--- config.mk ---
export PLATFORM = sky130hd
export DESIGN_NAME = ctrl_pipe_glacc_gen
export DESIGN_NICKNAME = d
export VERILOG_FILES = /design/src/rtl/ctrl_pipe_glacc_gen_pkg.sv /design/src/rtl/ctrl_pipe_glacc_gen_ctrl_delay_line.sv /design/src/rtl/ctrl_pipe_glacc_gen.sv
export SDC_FILE = /design/constraint.sdc
export NUM_CORES = 1
export LEC_CHECK = 0
export CELL_PAD_IN_SITES_DETAIL_PLACEMENT = 0
export CELL_PAD_IN_SITES_GLOBAL_PLACEMENT = 2
export CORE_ASPECT_RATIO = 0.7
export CORE_MARGIN = 1
export CORE_UTILIZATION = 39
export CTS_CLUSTER_SIZE = 16
export DETAILED_ROUTE_END_ITERATION = 8
export PLACE_DENSITY = 0.79
export SLEW_MARGIN = 20
export SYNTH_ARGS = -nofsm -noshare
export SYNTH_HDL_FRONTEND = slang
export SYNTH_SLANG_ARGS = --single-unit
--- constraint.sdc ---
create_clock -name CLK -period 3.5 [get_ports CLK]
set_input_delay 0.7 -clock CLK [delete_from_list [all_inputs] [get_ports CLK]]
set_output_delay 0.7 -clock CLK [all_outputs]
set_load 0.01 [all_outputs]
--- src/rtl/ctrl_pipe_glacc_gen_pkg.sv ---
// Shared defaults for the global-accumulator control-delay pipeline.
`ifndef GCSP
`define GCSP 16
`endif

package ctrl_pipe_glacc_gen_pkg;
  localparam int RI_CH_DEF   = 0;
  localparam int THR_CH_DEF  = 1;
  localparam int DONE_CH_DEF = 2;
  localparam int MAXD_DEF    = 8;
  localparam int RST_DELAY   = 1;
  localparam int THRW_DEF    = `GCSP;

  function automatic int dw_of(input int maxd);
    return $clog2(maxd + 1);
  endfunction
endpackage

--- src/rtl/ctrl_pipe_glacc_gen_ctrl_delay_line.sv ---
// One control channel: MAXD-stage strobe shift register with stall/flush and a
// runtime-selected output tap (tap 0 is the undelayed gated strobe).
module ctrl_delay_line
  import ctrl_pipe_glacc_gen_pkg::*;
#(
  parameter int MAXD = MAXD_DEF,
  parameter int DW   = dw_of(MAXD)
) (
  input  logic            clk,
  input  logic            rst_n,
  input  logic            g,
  input  logic            stall,
  input  logic            flush,
  input  logic [DW-1:0]   dly,
  output logic [MAXD:1]   stg,
  output logic            tap
);
  logic [MAXD:1] stg_q, stg_d;
  logic          sel;

  always_comb begin
    stg_d = stg_q;
    if (flush) begin
      stg_d = '0;
    end else if (!stall) begin
      stg_d[1] = g;
      for (int k = 2; k <= MAXD; k++) stg_d[k] = stg_q[k-1];
    end
  end

  always_comb begin
    sel = g;
    for (int k = 1; k <= MAXD; k++)
      if (dly == DW'(k)) sel = stg_q[k];
    // Blanking during stall keeps a held stage from re-emitting its strobe.
    tap = sel & ~stall & ~flush;
  end

  always_ff @(posedge clk or negedge rst_n) begin
    if (!rst_n) stg_q <= '0;
    else        stg_q <= stg_d;
  end

  assign stg = stg_q;
endmodule

--- src/rtl/ctrl_pipe_glacc_gen.sv ---
// Global-accumulator control-delay pipeline: NCH programmable strobe delays,
// token-advanced row-index / threshold lanes, compute_done, busy and cfg guard.
module ctrl_pipe_glacc_gen
  import ctrl_pipe_glacc_gen_pkg::*;
#(
  parameter int NCH     = 8,
  parameter int MAXD    = MAXD_DEF,
  parameter int DW      = dw_of(MAXD),
  parameter int RIW     = 6,
  parameter int THRW    = THRW_DEF,
  parameter int RI_CH   = RI_CH_DEF,
  parameter int THR_CH  = THR_CH_DEF,
  parameter int DONE_CH = DONE_CH_DEF
) (
  input  logic              CLK,
  input  logic              RESET_N,
  input  logic              cfg_load,
  input  logic [NCH*DW-1:0] cfg_delay,
  input  logic [NCH-1:0]    ch_gate,
  input  logic [NCH-1:0]    ctrl_in,
  input  logic [RIW-1:0]    row_index,
  input  logic [THRW-1:0]   et_thr,
  input  logic              stall,
  input  logic              flush,
  output logic [NCH-1:0]    ctrl_out,
  output logic [RIW-1:0]    ri_out,
  output logic [THRW-1:0]   thr_out,
  output logic              compute_done,
  output logic              busy,
  output logic              cfg_err
);
  logic [NCH-1:0]             g;
  logic [NCH-1:0][MAXD:1]     stg;
  logic [NCH-1:0][DW-1:0]     dly_q, dly_d;
  logic [MAXD:1][RIW-1:0]     ri_q, ri_d;
  logic [MAXD:1][THRW-1:0]    thr_q, thr_d;
  logic                       done_q, done_d;
  logic                       cfg_err_q, cfg_err_d;
  logic                       cfg_ok;

  assign g = ctrl_in & ch_gate;

  for (genvar i = 0; i < NCH; i++) begin : g_ch
    ctrl_delay_line #(.MAXD(MAXD), .DW(DW)) u_dl (
      .clk   (CLK),
      .rst_n (RESET_N),
      .g     (g[i]),
      .stall (stall),
      .flush (flush),
      .dly   (dly_q[i]),
      .stg   (stg[i]),
      .tap   (ctrl_out[i])
    );
  end

  // Only stages up to the programmed tap can still produce an output.
  always_comb begin
    busy = 1'b0;
    for (int i = 0; i < NCH; i++)
      for (int k = 1; k <= MAXD; k++)
        if (DW'(k) <= dly_q[i]) busy = busy | stg[i][k];
  end

  always_comb begin
    cfg_ok    = cfg_load & ~busy & ~(|g);
    cfg_err_d = cfg_load & ~cfg_ok;
    dly_d     = dly_q;
    if (cfg_ok)
      for (int i = 0; i < NCH; i++)
        dly_d[i] = (cfg_delay[i*DW +: DW] > DW'(MAXD)) ? DW'(MAXD) : cfg_delay[i*DW +: DW];
    done_d = ctrl_out[DONE_CH];
  end

  // Data stages follow their channel's token; flush leaves them untouched.
  always_comb begin
    ri_d  = ri_q;
    thr_d = thr_q;
    if (!stall) begin
      if (g[RI_CH])  ri_d[1]  = row_index;
      if (g[THR_CH]) thr_d[1] = et_thr;
      for (int k = 2; k <= MAXD; k++) begin
        if (stg[RI_CH][k-1])  ri_d[k]  = ri_q[k-1];
        if (stg[THR_CH][k-1]) thr_d[k] = thr_q[k-1];
      end
    end
  end

  always_comb begin
    ri_out  = row_index;
    thr_out = et_thr;
    for (int k = 1; k <= MAXD; k++) begin
      if (dly_q[RI_CH]  == DW'(k)) ri_out  = ri_q[k];
      if (dly_q[THR_CH] == DW'(k)) thr_out = thr_q[k];
    end
  end

  always_ff @(posedge CLK or negedge RESET_N) begin
    if (!RESET_N) begin
      dly_q     <= {NCH{DW'(RST_DELAY)}};
      ri_q      <= '0;
      thr_q     <= '0;
      done_q    <= 1'b0;
      cfg_err_q <= 1'b0;
    end else begin
      dly_q     <= dly_d;
      ri_q      <= ri_d;
      thr_q     <= thr_d;
      done_q    <= done_d;
      cfg_err_q <= cfg_err_d;
    end
  end

  assign compute_done = done_q;
  assign cfg_err      = cfg_err_q;
endmodule

Yosys cells after proc, flatten, opt, wreduce, memory -nomap -nowiden
Index checks and enable logic that the tools add are counted.
- order comparisons: 72
- bitwise operators: 88
- equal/unequal tests: 65
- reduce and logical (&&, ||, !) cells: 17
- multiplexer cells: 168
- operators with widths (operator ; count):
    equality test 4 x 3 -> 1 bit (second input constant) ; 32
    <= comparator 3 x 4 -> 1 bit (first input constant) ; 32
    two-way mux 1 bit ; 128
    two-way mux 16 bit ; 8
    two-way mux 8 bit ; 16
    equality test 4 x 2 -> 1 bit (second input constant) ; 16
    <= comparator 2 x 4 -> 1 bit (first input constant) ; 16
    bitwise OR 1 bit ; 63
    two-way mux 6 bit ; 8
    equality test 4 x 1 -> 1 bit (second input constant) ; 8
    equality test 4 bit (second input constant) ; 8
    > comparator 4 bit (second input constant) ; 8
    <= comparator 1 x 4 -> 1 bit (first input constant) ; 8
    <= comparator 4 bit (first input constant) ; 8
    two-way mux 4 bit ; 8
    AND reduction 2 bit ; 16
    bitwise AND 1 bit ; 19
    bitwise AND 8 bit ; 1
    OR reduction 8 bit ; 1
    inverter 1 bit ; 5
    inequality test 2 x 1 -> 1 bit (second input constant) ; 1
- flip-flop bits (word level): 274
- logic and storage cells: 444
- output and inout bits: 33
- input bits: 75

Logic depth before layout (Yosys ltp)
Gate-level depths: netlist of the first run.
- depth in word-level cells: 133
- mapped depth: 10
- mapped depth without buffers: 6

Hierarchy
From an unflattened synthesis of the first run, not the netlist that was laid out.
- cells, all modules: 1371
- area, all modules: 14667.8 um^2
- modules (own cells, without submodules) (module ; seq. area each (um^2) ; area each (um^2) ; times used ; cells an instance):
    ctrl_pipe_glacc_gen ; 5265.0 ; 10814.1 ; 1 ; 971
    ctrl_delay_line ; 200.2 ; 481.7 ; 8 ; 50

Worst setup path before layout of the first run
Ideal clock, no wire load.
- path kind: register -> output
- from: register dly_q[6] in the netlist's numbering
- to: output port thr_out[0]
- arrival time: 2.409 ns
- stages on the path, launching flop included: 9
- path slack: 0.391 ns
- required time: 2.800 ns
- buffers on the path: 2
- cells stage by stage: dfrtp_1 > clkbuf_1 > nor4b_1 > clkbuf_1 > mux2i_1 > a211oi_1 > a211oi_1 > a211o_1 > a21oi_1
- cells in the longest elaborated chain, start to end: 9
- elaborated cells between the ends (all ways): 16
- classes of those cells: eq/ne: 8; mux: 8
- RTL lines (what ; RTL line ; source):
    start, declared ; ctrl_pipe_glacc_gen.sv:34 ; logic [NCH-1:0][DW-1:0] dly_q, dly_d;
    start signal, assigned ; ctrl_pipe_glacc_gen.sv:99 ; dly_q <= {NCH{DW'(RST_DELAY)}};
    start signal, assigned ; ctrl_pipe_glacc_gen.sv:105 ; dly_q <= dly_d;
    equality test 4 x 1 -> 1 bit ; ctrl_pipe_glacc_gen.sv:93 ; if (dly_q[THR_CH] == DW'(k)) thr_out = thr_q[k];
    two-way mux 16 bit (7 in a row) ; ctrl_pipe_glacc_gen.sv:93 ;
    two-way mux 16 bit * ; ctrl_pipe_glacc_gen.sv:93 ;
    end, declared ; ctrl_pipe_glacc_gen.sv:27 ; output logic [THRW-1:0] thr_out,
Mark *: on every way between the ends. The rest lies on a longest branch, timed or not.

Final worst setup path of the first run
- from: register dly_q[6] in the netlist's numbering
- to: output port thr_out[3]
Same word-level chain as after synthesis.

==> results of run 1 <==
[kinds of logic after synthesis]
family / synth area share
AO/OA/AOI/OAI: 0.140
buffers and inverters: 0.0372
flip-flops: 0.475
multiplexers: 0.217
AND/OR/NAND/NOR: 0.131
[stage by stage]
stage,util,cells,TNS (ps),hold slack (ps),setup WS (ps)
floorplan,-,1363,0,404,391
global placement,0.461,1962,-550,488,-151
detailed placement,0.461,1962,-725,494,-209
CTS,0.513,2057,-1060,99.8,-150
global route,0.523,2065,-2390,119,-207
finish,0.523,2065,-903,88.0,-141
[final cells by class]
cell class | count | area share
clock inverters | 10 | 0.00939
repair buffers | 284 | 0.137
multi-input cells | 960 | 0.407
well taps | 480 | 0.0317
clock buffers | 46 | 0.0498
flip-flops and latches | 274 | 0.363
inverters | 11 | 0.00218
[path summary, 6_finish.rpt]
| kind | from | to | slack, ps | depth (start not counted) |
|---|---|---|---|---|
| worst max-delay path | dly_q[6]$_DFFE_PN0P_ | thr_out[3] | -140 | 9 |
| worst min-delay path | RESET_N | thr_q[114]$_DFFE_PN0P_ | 90 | 1 |
| worst max register to register | dly_q[6]$_DFFE_PN0P_ | dly_q[9]$_DFFE_PN0P_ | 320 | 10 |
| worst min register to register | thr_q[123]$_DFFE_PN0P_ | thr_q[123]$_DFFE_PN0P_ | 500 | 1 |
| max in group asynchronous | RESET_N | thr_q[69]$_DFFE_PN0P_ | 2350 | 2 |
| min in group CLK | thr_q[123]$_DFFE_PN0P_ | thr_q[123]$_DFFE_PN0P_ | 500 | 1 |
[what timing repair did]
action	4_1_cts	5_1_grt
buffers inserted	38	7
resized for setup	194	93
hold endpoints to repair	0	0
endpoints found under the setup margin	29	29
cloned	1	2
pin swaps	47	30
[cell usage after synthesis, types with 5 or more instances]
master	number	share of area
sky130_fd_sc_hd__dfrtp_1	266	0.46
sky130_fd_sc_hd__mux2_2	179	0.14
sky130_fd_sc_hd__nor2_1	122	0.032
sky130_fd_sc_hd__a21oi_1	93	0.032
sky130_fd_sc_hd__clkbuf_1	90	0.023
sky130_fd_sc_hd__nand2_1	83	0.022
sky130_fd_sc_hd__mux2i_1	81	0.056
sky130_fd_sc_hd__o21ai_0	44	0.015
sky130_fd_sc_hd__nor2b_1	35	0.015
sky130_fd_sc_hd__a211oi_1	27	0.014
sky130_fd_sc_hd__mux2_1	27	0.021
sky130_fd_sc_hd__nand2b_1	21	0.0091
sky130_fd_sc_hd__o22ai_1	19	0.0082
sky130_fd_sc_hd__nor3b_1	17	0.0088
sky130_fd_sc_hd__buf_1	16	0.0042
sky130_fd_sc_hd__o211ai_1	16	0.0083
sky130_fd_sc_hd__nor3_1	15	0.0052
sky130_fd_sc_hd__nand3_1	13	0.0045
sky130_fd_sc_hd__a211o_1	12	0.0073
sky130_fd_sc_hd__o31ai_1	12	0.0062
sky130_fd_sc_hd__inv_1	10	0.0026
sky130_fd_sc_hd__nand4_1	10	0.0043
sky130_fd_sc_hd__o2111ai_1	10	0.0061
sky130_fd_sc_hd__o221ai_1	10	0.0061
sky130_fd_sc_hd__buf_4	8	0.0042
sky130_fd_sc_hd__dfstp_2	8	0.015
sky130_fd_sc_hd__nand3b_1	8	0.0042
sky130_fd_sc_hd__nor4b_1	8	0.0048
sky130_fd_sc_hd__a22oi_1	7	0.0036
sky130_fd_sc_hd__o31a_1	7	0.0042
sky130_fd_sc_hd__a21o_1	5	0.0026
sky130_fd_sc_hd__a221oi_1	5	0.0030
sky130_fd_sc_hd__a31oi_1	5	0.0022
sky130_fd_sc_hd__nand4b_1	5	0.0030
sky130_fd_sc_hd__nor4bb_1	5	0.0035
sky130_fd_sc_hd__o22a_1	5	0.0030
sky130_fd_sc_hd__or2_2	5	0.0022
[power by group through the flow]
stage          registers, uW  logic, uW  clock network (uW)
6_report                3960       6420                3550
5_1_grt                 4010       6930                3760
4_1_cts                 3930       6010                3610
3_5_place_dp            4000       5350                   0
3_3_place_gp            3980       5340                   0
2_1_floorplan           3850       3010                   0
[registers in the layout, summed over array words and instances (netlist names)]
signal         count
compute_done       1
dly_q             32
g_ch.u_dl.stg     64
cfg_err            1
thr_q            128
ri_q              48
[routing by layer]
metal / part of all wire / track usage / vias up
met5: 0 / 0 / -
met4: 0.016 / 0.0410 / 0
met3: 0.041 / 0.0374 / 44
met2: 0.42 / 0.316 / 201
met1: 0.53 / 0.368 / 5723
li1: - / - / 5390
==> parameters.txt, run 1 <==
Parameter                              Value

Worst setup path
  Required time of the critical path ... around 2800 ps
  Largest stage delay on the critical path ... 580 ps
  Critical setup path kind ... reg -> out
  Critical Path Sink Type ... output port
  Endpoint arrival time on the critical path ... 2940 ps
  CP max FO ... 11
  Top Family by Delay on Critical Path ... compound AO/OA/AOI/OAI gates
  Slowest CP cell ... sky130_fd_sc_hd__or4b_4
  Sequence of cells on the critical path ... buf_6 > or4b_4 > buf_12 > a211oi_4 > buf_4 > a211oi_2 > a211o_1 > a21oi_2 > buf_2
  Number of buffer and inverter stages on the critical path ... 4
  Crit start category ... register

Finish
  Number of fill cells in the layout ... 3203
  Share of post-route cells with drive strength above 1 ... 0.358
  Antenna Cells ... 0
  Area of the multi-input gates ... ~0.0077 mm2
  Most frequent standard cell in the layout excluding fill and tap cells ... sky130_fd_sc_hd__dfrtp_1
  Area of all placed cells without fillers ... 0.0189 mm2
  Area delta synth->final ... 31.0%
  Net count reported at finish ... 1636
  Leading cell types in the layout, fill and taps excluded ... 262 x sky130_fd_sc_hd__dfrtp_1, 179 x sky130_fd_sc_hd__mux2_2, 136 x sky130_fd_sc_hd__buf_4
  Flip-flop and latch area ... 0.00687 mm2

Pwr
  Maximum resistive drop on vdd ... 0.410 mV
  Post-layout total power ... 13900 uW
  Clock network fraction of total power ... 0.255
  Logic pwr share ... 0.461
  Net Sw Power ... between 5000 and 6000 uW
  Total internal power ... 8860 uW
  Sequential Power Share ... 0.284
  Power Dens Cells ... 736 mW/mm2
  Static leakage ... between 0.008 and 0.009 uW
  Switching portion of total power ... 0.364

Synth
  Post-synthesis average cell area ... between 10 and 15 um2
  Summed instance area of the synthesized netlist ... ~0.014 mm2
  Prevailing post-synth register cell ... sky130_fd_sc_hd__dfrtp_1
  Portion of the post-synthesis area used by sequential elements ... 0.475
  Post-synth ARST share ... 1.00
  Synthesized instance count ... between 1000 and 1500
  Post-synth EDFFs ... 0
  Seq cells post-synth ... roughly 270
  Synthesized Nets ... 1438
  Distinct cell type count of the synthesized netlist ... between 60 and 70
  Number of warnings issued by yosys ... 0

Routing
  Total via count after detailed routing ... 11358
  Number of nets with antenna violations after routing ... 0
  Vias per Instance ... 5.50
  DRC violation total after the first TritonRoute iteration ... 737
  Drt wl/cell ... 20.5 um
  Drt pass-1 iters ... 5
  Number of remaining DRC errors ... 0
  Wirelength, routed ... 42400 um

CTS
  Sinks on Clock Net ... between 200 and 300
  H-Tree Depth ... 1
  Buffer type at the clock tree root ... sky130_fd_sc_hd__clkbuf_16
  Deepest clock path buffer count ... 3
  Clock latency on the worst-skew pair ... 570 ps
  Cts bufs inserted ... 30
  Hold-fix buffers, CTS ... 0
  Clock transition at the registers of the reported paths ... around 60 ps
  CTS tree ... yes

Global routing
  Global-route wire length before repair ... 67400 um
  Initial antenna violation count ... 0
  Total congestion overflow ... 0
  Largest net degree at the start of global routing ... 83
  Combined global-route utilization of all metal layers ... 0.228
  Number of global-route vias before repair ... approximately 11000

STA
  Clock period minus worst slack ... around 3600 ps
  Hold Vio Cnt, Final ... 0
  Final slew viol count ... 0
  Final WS setup ... -141 ps
  Post-route clock skew ... between 20 and 25 ps
  Final period util ... 1.04
  Timing-limited maximum frequency ... 0.275 GHz
  Tightest Pin Transition ... 755 ps
  RSZ-0062 raised after global routing ... true
  Max transition margin ... 0.497
  Final number of setup-violating endpoints ... 14

Floorplanning
  Chip Height ... roughly 160 um
  Starting density of the core ... 0.399
  Number of rows created at floorplan ... 58
  Area of the die ... 0.0378 mm2
  Core footprint ... 0.0362 mm2
  Overall die width ... 232 um
  IO Count ... 108

Min path
  Tightest Hold Check Type ... in -> async

Job
  Max-Cap Viols ... 0

Status
  Violated checks ... setup timing
  Status ... finished, violations left

Place
  DP Area ... around 0.017 mm2
  Final HPWL from detailed placement ... 29200 um
  Placer's final routability congestion estimate ... 0.809
  Number of port buffers ... 107
Note: power is estimated with default switching activity, not from simulation.
==> inputs of run 2 (changes only) <==
Settings changed: CORE_MARGIN 1 to 3, CORE_UTILIZATION 39 to 25, PLACE_DENSITY 0.79 to 0.54.
Clock period 3.5 ns to 4.45 ns, I/O delays scaled along.
==> run 2 against run 1 <==
Effect of this change: the run now ends clean; cell area shrank 6.9%; global-route usage shrank 7.5 points; combinational power shrank 39%; highest routed layer unchanged.
==> parameters.txt, run 2 (synthesis gave the netlist of run 1 again) <==
Parameter                              Value

Status
  Status ... completed (was finished, violations left)

Floorplanning
  Starting density of the core ... 0.254 (was 0.399)
  Number of rows created at floorplan ... 73 (was 58)
  IO Count ... 108 (unchanged)
  Chip Height ... 207 um (was 163 um)
  Core footprint ... 0.0570 mm2 (was 0.0362 mm2)
  Overall die width ... 293 um (was 232 um)
  Area of the die ... 0.0608 mm2 (was 0.0378 mm2)

Worst setup path
  Critical setup path kind ... reg -> out (unchanged)
  Required time of the critical path ... 3560 ps (was 2800 ps)
  Sequence of cells on the critical path ... buf_4 > nor4b_2 > buf_6 > buf_4 > mux2i_1 > a211oi_2 > a211oi_1 > a211o_1 > a21oi_1 > clkdlybuf4s50_1 (was buf_6 > or4b_4 > buf_12 > a211oi_4 > buf_4 > a211oi_2 > a211o_1 > a21oi_2 > buf_2)
  Endpoint arrival time on the critical path ... 3430 ps (was 2940 ps)
  CP max FO ... 13 (was 11)
  Number of buffer and inverter stages on the critical path ... 4 (unchanged)
  Top Family by Delay on Critical Path ... buffers and inverters (was compound AO/OA/AOI/OAI gates)
  Critical Path Sink Type ... output port (unchanged)
  Slowest CP cell ... sky130_fd_sc_hd__clkdlybuf4s50_1 (was sky130_fd_sc_hd__or4b_4)
  Crit start category ... register (unchanged)
  Largest stage delay on the critical path ... 550 ps (was 580 ps)
  Number of cells on the worst reg-to-reg path ... 10 (unchanged)
  Critical path depth ... 10 (was 9)
  Cell occurring most often along the worst timing path ... sky130_fd_sc_hd__buf_4

Pwr
  Maximum resistive drop on vdd ... 0.197 mV (was 0.410 mV)
  Static leakage ... 0.00767 uW (was 0.00853 uW)
  Power Dens Cells ... 564 mW/mm2 (was 736 mW/mm2)
  Post-layout total power ... 9940 uW (was 13900 uW)

Global routing
  Combined global-route utilization of all metal layers ... 0.153 (was 0.228)
  Global-route wire length before repair ... 71900 um (was 67400 um)
  Initial antenna violation count ... 0 (unchanged)
  Largest net degree at the start of global routing ... 105 (was 83)
  Number of global-route vias before repair ... 10845 (was 11228)
  Total congestion overflow ... 0 (unchanged)

Place
  Number of port buffers ... 107 (unchanged)
  Number of placed cells counting well taps ... 2159 (was 1962)
  Final HPWL from detailed placement ... 32700 um (was 29200 um)
  Placer's final routability congestion estimate ... 0.752 (was 0.809)

CTS
  Clock transition at the registers of the reported paths ... 60 ps (about the same)
  CTS tree ... yes (unchanged)
  Buffer type at the clock tree root ... sky130_fd_sc_hd__clkbuf_16 (unchanged)
  Cts bufs inserted ... 34 (was 30)
  Sinks on Clock Net ... 274 (unchanged)
  Deepest clock path buffer count ... 3 (unchanged)
  H-Tree Depth ... 2 (was 1)
  Clock latency on the worst-skew pair ... 530 ps (was 570 ps)

Finish
  Flip-flop count of the largest register after layout ... 128 (unchanged)
  Reg with most FFs ... thr_q (unchanged)
  Number of fill cells in the layout ... 5861 (was 3203)
  Leading cell types in the layout, fill and taps excluded ... 262 x sky130_fd_sc_hd__dfrtp_1, 179 x sky130_fd_sc_hd__mux2_2, 122 x sky130_fd_sc_hd__nor2_1 (was 262 x sky130_fd_sc_hd__dfrtp_1, 179 x sky130_fd_sc_hd__mux2_2, 136 x sky130_fd_sc_hd__buf_4)
  Most frequent standard cell in the layout excluding fill and tap cells ... sky130_fd_sc_hd__dfrtp_1 (unchanged)
  Area delta synth->final ... 22.0% (was 31.0%)
  Number of cells in the finished layout apart from fillers ... 2225 (was 2065)
  Share of post-route cells with drive strength above 1 ... 0.227 (was 0.358)
  Net count reported at finish ... 1523 (was 1636)

Routing
  Uppermost signal routing layer after detailed routing ... met4 (unchanged)
  Total via count after detailed routing ... 10870 (was 11358)
  WL met3 ... 1610 um (was 1760 um)
  DRC violation total after the first TritonRoute iteration ... 675 (was 737)
  Number of remaining DRC errors ... 0 (unchanged)
  Number of nets with antenna violations after routing ... 0 (unchanged)
  Drt pass-1 iters ... 6 (was 5)
  Wire length on met2 ... 18500 um (was 17600 um)
  Drt wl/cell ... 21.0 um (was 20.5 um)
  Wirelength, routed ... 46600 um (was 42400 um)
  Vias per Instance ... 4.89 (was 5.50)
  Routed metal-1 wirelength ... 25900 um (was 22300 um)

STA
  Final total negative setup slack ... 0 ps (was -903 ps)
  Post-route clock skew ... 20.6 ps (was 20.7 ps)
  Final period util ... 0.970
  Clock period minus worst slack ... 4320 ps
  Final worst hold slack ... 397 ps (was 88.0 ps)
  RSZ-0062 raised after global routing ... false (was true)
  Tightest Pin Transition ... 1080 ps (was 755 ps)
  Final slew viol count ... 0 (unchanged)
  Timing-limited maximum frequency ... between 0.2 and 0.25 GHz
  Hold Vio Cnt, Final ... 0 (unchanged)
  Final number of setup-violating endpoints ... 0 (was 14)
  Max transition margin ... 0.280 (was 0.497)

Min path
  Tightest Hold Check Type ... in -> async (unchanged)

Job
  Max-Cap Viols ... 0 (unchanged)
## run 2: area by class of cell
cell class | count | area [um2] | area share
antenna | 2 | 5.00 | 0.000284
inverter | 11 | 45.0 | 0.00256
clock inverter | 7 | 45.0 | 0.00256
multi-input combinational | 960 | 7130 | 0.405
sequential | 274 | 6870 | 0.390
clock buffer | 54 | 1040 | 0.0588
timing repair buffer | 167 | 1550 | 0.0882
tap | 750 | 938 | 0.0532
## run 2: final timing paths
path	from	endpoint	slack [ps]
max in group asynchronous	RESET_N	dly_q[12]$_DFFE_PN1P_	2930
min in group CLK	thr_q[121]$_DFFE_PN0P_	thr_q[121]$_DFFE_PN0P_	510
worst min register to register	thr_q[121]$_DFFE_PN0P_	thr_q[121]$_DFFE_PN0P_	510
worst max register to register	dly_q[9]$_DFFE_PN0P_	dly_q[10]$_DFFE_PN0P_	1010
worst min-delay path	RESET_N	thr_q[98]$_DFFE_PN0P_	400
worst max-delay path	dly_q[7]$_DFFE_PN0P_	thr_out[4]	130
## run 2: stage by stage
step / utilization / setup slack, ps / area, um2
CTS: 0.308 / 3.28 / 17600
global placement: 0.289 / 68.8 / 16400
finish: 0.309 / 132 / 17600
floorplan: - / 1150 / 14500
global route: 0.309 / 0.553 / 17600
detailed placement: 0.289 / 100 / 16400
## run 2: repair_timing
item / in CTS / in global routing
gates cloned: 0 / 0
resized for setup: 14 / 9
setup endpoints to repair: 9 / 11
pin swaps: 1 / 0
hold buffers: 0 / 0
buffers inserted: 0 / 3
## run 2: metal layers
metal	global-route usage	vias to the layer above
met5	0	-
met4	0.0311	0
met3	0.0245	37
met2	0.205	160
met1	0.251	5494
li1	-	5179
## run 2: report_power, final
part	switching [uW]	leakage, uW	internal [uW]	total, uW
clock	1110	0.000532	1600	2720
combinational	2140	0.00347	1790	3930
sequential	477	0.00367	2820	3290
==> inputs of run 3 (changes only) <==
Settings changed: SLEW_MARGIN 20 to 10.
==> results of run 3 <==
The final DEF is identical to that of run 2; final timing and power are the same.
